## src/rtl/mesm6_io_bridge.sv

```systemverilog
// rtl/mesm6_io_bridge.sv - CPU I/O request to MESM-6 peripheral register bus initiator
module mesm6_io_bridge #(
  parameter int TIMEOUT = 255
) (
  input  logic        clk,
  input  logic        reset,
  input  logic [14:0] cpu_addr,
  input  logic        cpu_read,
  input  logic        cpu_write,
  input  logic [47:0] cpu_wdata,
  output logic        cpu_ready,
  output logic [47:0] cpu_rdata,
  output logic        cpu_done,
  output logic        cpu_error,
  output logic        cpu_overrun,
  output logic [14:0] per_addr,
  output logic        per_read,
  output logic        per_write,
  output logic [47:0] per_wdata,
  input  logic [47:0] per_rdata,
  input  logic        per_done
);

  localparam int CW = $clog2(TIMEOUT + 1);

  localparam logic [1:0] S_IDLE    = 2'd0;
  localparam logic [1:0] S_WAIT    = 2'd1;
  localparam logic [1:0] S_RECOVER = 2'd2;
  localparam logic [1:0] S_ERR     = 2'd3;

  // Last wait cycle before the access is abandoned.
  localparam logic [CW-1:0] CNT_LAST = CW'(TIMEOUT - 1);
  localparam logic [CW-1:0] CNT_MAX  = {CW{1'b1}};

  logic [1:0]    state_q, state_d;
  logic [CW-1:0] cnt_q, cnt_d;
  logic [47:0]   rdata_q, rdata_d;
  logic          done_q, done_d;
  logic          error_q, error_d;
  logic          overrun_q, overrun_d;
  logic [14:0]   addr_q, addr_d;
  logic [47:0]   wdata_q, wdata_d;
  logic          read_q, read_d;
  logic          write_q, write_d;

  logic cpu_req;

  assign cpu_req     = cpu_read | cpu_write;
  assign cpu_ready   = (state_q == S_IDLE);
  assign cpu_rdata   = rdata_q;
  assign cpu_done    = done_q;
  assign cpu_error   = error_q;
  assign cpu_overrun = overrun_q;
  assign per_addr    = addr_q;
  assign per_read    = read_q;
  assign per_write   = write_q;
  assign per_wdata   = wdata_q;

  // Next-state logic: accept, hold strobe until done or timeout, then mask one stale cycle.
  always_comb begin
    state_d   = state_q;
    cnt_d     = cnt_q;
    rdata_d   = rdata_q;
    done_d    = 1'b0;
    error_d   = 1'b0;
    overrun_d = overrun_q;
    addr_d    = addr_q;
    wdata_d   = wdata_q;
    read_d    = read_q;
    write_d   = write_q;

    // Requests arriving while busy are dropped but remembered.
    if (cpu_req && (state_q != S_IDLE)) begin
      overrun_d = 1'b1;
    end

    case (state_q)
      S_IDLE: begin
        if (cpu_read ^ cpu_write) begin
          addr_d  = cpu_addr;
          wdata_d = cpu_wdata;
          read_d  = cpu_read;
          write_d = cpu_write;
          cnt_d   = '0;
          state_d = S_WAIT;
        end else if (cpu_read && cpu_write) begin
          // Ambiguous direction: report an error without touching the bus.
          done_d  = 1'b1;
          error_d = 1'b1;
          state_d = S_ERR;
        end
      end
      S_WAIT: begin
        // A done arriving on the last wait cycle still counts as success.
        if (per_done) begin
          if (read_q) begin
            rdata_d = per_rdata;
          end
          read_d  = 1'b0;
          write_d = 1'b0;
          done_d  = 1'b1;
          state_d = S_RECOVER;
        end else if (cnt_q == CNT_LAST) begin
          read_d  = 1'b0;
          write_d = 1'b0;
          rdata_d = '1;
          done_d  = 1'b1;
          error_d = 1'b1;
          state_d = S_RECOVER;
        end else if (cnt_q != CNT_MAX) begin
          cnt_d = cnt_q + CW'(1);
        end
      end
      S_RECOVER: begin
        // per_done here is the echo of the strobe just dropped.
        state_d = S_IDLE;
      end
      S_ERR: begin
        state_d = S_IDLE;
      end
      default: begin
        state_d = S_IDLE;
      end
    endcase
  end

  // State registers with synchronous active-low reset.
  always_ff @(posedge clk) begin
    if (!reset) begin
      state_q   <= S_IDLE;
      cnt_q     <= '0;
      rdata_q   <= '0;
      done_q    <= 1'b0;
      error_q   <= 1'b0;
      overrun_q <= 1'b0;
      addr_q    <= '0;
      wdata_q   <= '0;
      read_q    <= 1'b0;
      write_q   <= 1'b0;
    end else begin
      state_q   <= state_d;
      cnt_q     <= cnt_d;
      rdata_q   <= rdata_d;
      done_q    <= done_d;
      error_q   <= error_d;
      overrun_q <= overrun_d;
      addr_q    <= addr_d;
      wdata_q   <= wdata_d;
      read_q    <= read_d;
      write_q   <= write_d;
    end
  end

endmodule

```

## config.mk

```make
export PLATFORM = sky130hd
export DESIGN_NAME = mesm6_io_bridge
export DESIGN_NICKNAME = d
export VERILOG_FILES = /design/src/rtl/mesm6_io_bridge.sv
export SDC_FILE = /design/constraint.sdc
export NUM_CORES = 1
export LEC_CHECK = 0
export BUFFER_PORTS_ARGS = -buffer_cell sky130_fd_sc_hd__buf_4
export CAP_MARGIN = 20
export CORE_MARGIN = 2
export CORE_UTILIZATION = 36
export DETAILED_ROUTE_END_ITERATION = 12
export MAX_ROUTING_LAYER = met4
export PLACE_DENSITY = 0.66
export SLEW_MARGIN = 20
export SYNTH_ARGS = -nofsm -noshare
export SYNTH_HDL_FRONTEND = slang
export SYNTH_SLANG_ARGS = --single-unit
```

## constraint.sdc

```tcl
create_clock -name clk -period 2.9 [get_ports clk]
set_input_delay 0.725 -clock clk [delete_from_list [all_inputs] [get_ports clk]]
set_output_delay 0.725 -clock clk [all_outputs]
set_load 0.005 [all_outputs]
```

==> impl_metrics.json <==
{
  "status": "finished clean",
  "drcViolationCount": 0,
  "worst_slack_ps": 639,
  "switching_share_pct": 23.4,
  "final_cell_mix": "buf_4, nand2_1, dfxtp_1",
  "ys_types": 33,
  "fin_crit_sh_pct": 78.0,
  "grt_pass1_wl_um": 19700,
  "p_clk_share_pct": 48.5,
  "drt.antenna.violating_nets": 0,
  "dpl.hpwl_um": 9040,
  "cts_tree": "yes",
  "dieWidth_um": 116,
  "fp-row-count": 41,
  "clockBufferDepth": 2,
  "dr.pass1.iters": 4,
  "tns_ps": 0,
  "ir_worst_vdd_mv": 0.407,
  "clk_latency_ps": 410,
  "grt_usage_pct": 19.3,
  "max_slew_margin_pct": 54.7,
  "num_vias": 4480,
  "synthesis.nets": 607,
  "placed_cell_area_mm2": 0.00638,
  "critPathKind": "reg2reg",
  "final_common_cell": "buf_4",
  "report.final.hold_viol_count": 0,
  "power_leakage_nw": 3.11,
  "antenna_found_initial": 0,
  "rsz0062_at_grt": "no",
  "grt_max_degree": 66,
  "drive_gt1_share_pct": 42.8,
  "cts.htree.levels": 4,
  "hold_buffers": 0,
  "synth_warnings": 0,
  "cts_root_buffer": "clkbuf_16",
  "antenna_cells": 0,
  "nets": 826,
  "design.die.area_mm2": 0.0135,
  "end_kind": "register",
  "hp-class": "reg2reg",
  "cts_setup_buffers": 0,
  "cp.arrival_ps": 2610,
  "cts_resized": 0,
  "grt_pass1_vias": 4084,
  "routedWlPerCell_um": 14.9,
  "place_ws_ps": 482,
  "syn_to_final_growth_pct": 54.7,
  "die_y_um": 116,
  "ys.flop_type": "dfxtp_1",
  "vias_per_cell": 5.03,
  "combPwrFrac_pct": 11.9,
  "cts.clk_slew.worst_paths_ps": 60,
  "finClkSkew_ps": 5.88,
  "netlist_instances": 487,
  "io_buffers": 232,
  "ys_ff_latch": 126,
  "maxCapViolCount": 0,
  "final-setup-viol-count": 0,
  "clock_sinks": 126,
  "final_area_mm2": 0.00703,
  "gp_congestion": 0.780,
  "p_seq_share_pct": 39.6,
  "cp-start-kind": "register",
  "ys_async_sr_fraction_pct": 0,
  "overflow": 0,
  "ys_seq_area_share_pct": 55.5,
  "coreArea_mm2": 0.0125,
  "worst_slew_pin_slew_ps": 679,
  "synth_edf_count": 0,
  "required_ps": 3250,
  "cts_buffers": 17,
  "power_switching_mw": 1.11,
  "start_util_pct": 36.4,
  "fin_crit_ps": 2260,
  "ios": 233,
  "syn-mean-instance-area_um2": 9.33,
  "powerDensity_mw_per_mm2": 677,
  "fmax_mhz": 442,
  "internal-power_mw": 3.65,
  "drv_slew": 0,
  "netlist_area_mm2": 0.00454,
  "cp_max_fo": 48,
  "drtIter0Drc": 304,
  "routed_wl_um": 13300
}
==> state kept, by name (all words and copies together), names as in the netlist <==
name,flops
cnt_q,8
cpu_overrun,1
per_read,1
per_addr,15
cpu_rdata,48
cpu_done,1
per_wdata,48
per_write,1
state_q,2
cpu_error,1
==> metrics by stage <==
step	utilization, %	std cells	total power [mW]	hold WS [ps]
2_1_floorplan	-	487	2.16	453
3_3_place_gp	51.2	859	2.48	443
5_1_grt	56.4	891	4.95	475
6_report	56.4	891	4.76	454
3_5_place_dp	51.2	859	2.49	449
4_1_cts	56.4	891	4.82	456
==> worst paths after layout <==
check                                  start             to  slack, ps  cells after the start
worst min-delay path            per_wdata[5]   per_wdata[5]        450                      2
worst max-delay path              state_q[0]  cpu_rdata[13]        640                      5
worst max register to register    state_q[0]  cpu_rdata[13]        640                      5
worst min register to register  per_wdata[5]   per_wdata[5]        450                      2
==> synthesized netlist by cell type, types with 2 or more instances <==
master / number / area (um^2)
nand2_1: 137 / 514
dfxtp_1: 126 / 2520
a21oi_1: 74 / 370
clkbuf_1: 32 / 120
o221a_2: 28 / 315
o221a_1: 20 / 225
nor2_1: 9 / 33.8
or4_1: 6 / 45.0
buf_2: 5 / 25.0
nor3_1: 5 / 25.0
ha_1: 4 / 50.1
inv_1: 4 / 15.0
nand3_1: 4 / 20.0
o211ai_1: 4 / 30.0
buf_6: 3 / 33.8
nand2b_1: 3 / 18.8
o21ai_0: 3 / 15.0
a311oi_1: 2 / 17.5
nor3b_1: 2 / 15.0
o31ai_1: 2 / 15.0
or3b_2: 2 / 17.5
==> power by group through the flow <==
stage                     Clock [mW]  Combinational, mW  Sequential, mW
after global placement             0              0.562            1.92
after CTS                       2.36              0.572            1.89
after global routing            2.43              0.623            1.90
final                           2.31              0.565            1.89
after floorplan                    0              0.239            1.92
after detailed placement           0              0.571            1.92
==> logic make-up after synthesis <==
family | Yosys count | share of synthesized area [%]
simple gates | 174 | 16.3
compound gates | 138 | 22.7
buf+inv | 45 | 4.35
fa+ha+maj | 4 | 1.10
flops | 126 | 55.5
==> metal layers <==
metal	global-route usage, %	vias to the layer above	part of all wire, %	routed length [um]
met2	29.0	229	45	5980
met3	9.03	16	13	1670
met1	22.8	2069	41	5470
met4	6.51	0	1.2	161
met5	-	-	0	0
li1	-	2166	-	-
==> area by class of cell <==
class / instances / area, um^2
inverter: 5 / 18.8
clock inverter: 15 / 218
clock buffer: 17 / 425
tap: 172 / 215
fill: 1107 / 5440
multi-input combinational: 316 / 1830
sequential: 126 / 2520
timing repair buffer: 240 / 1800
==> worst max-delay path, stage by stage (launching register included) <==
cell	delay, ps
dfxtp_1	540
nand2b_1	270
or4_4	580
nand2_2	80
buf_4	420
o221a_2	290
Power figures use the tool's default switching activity.
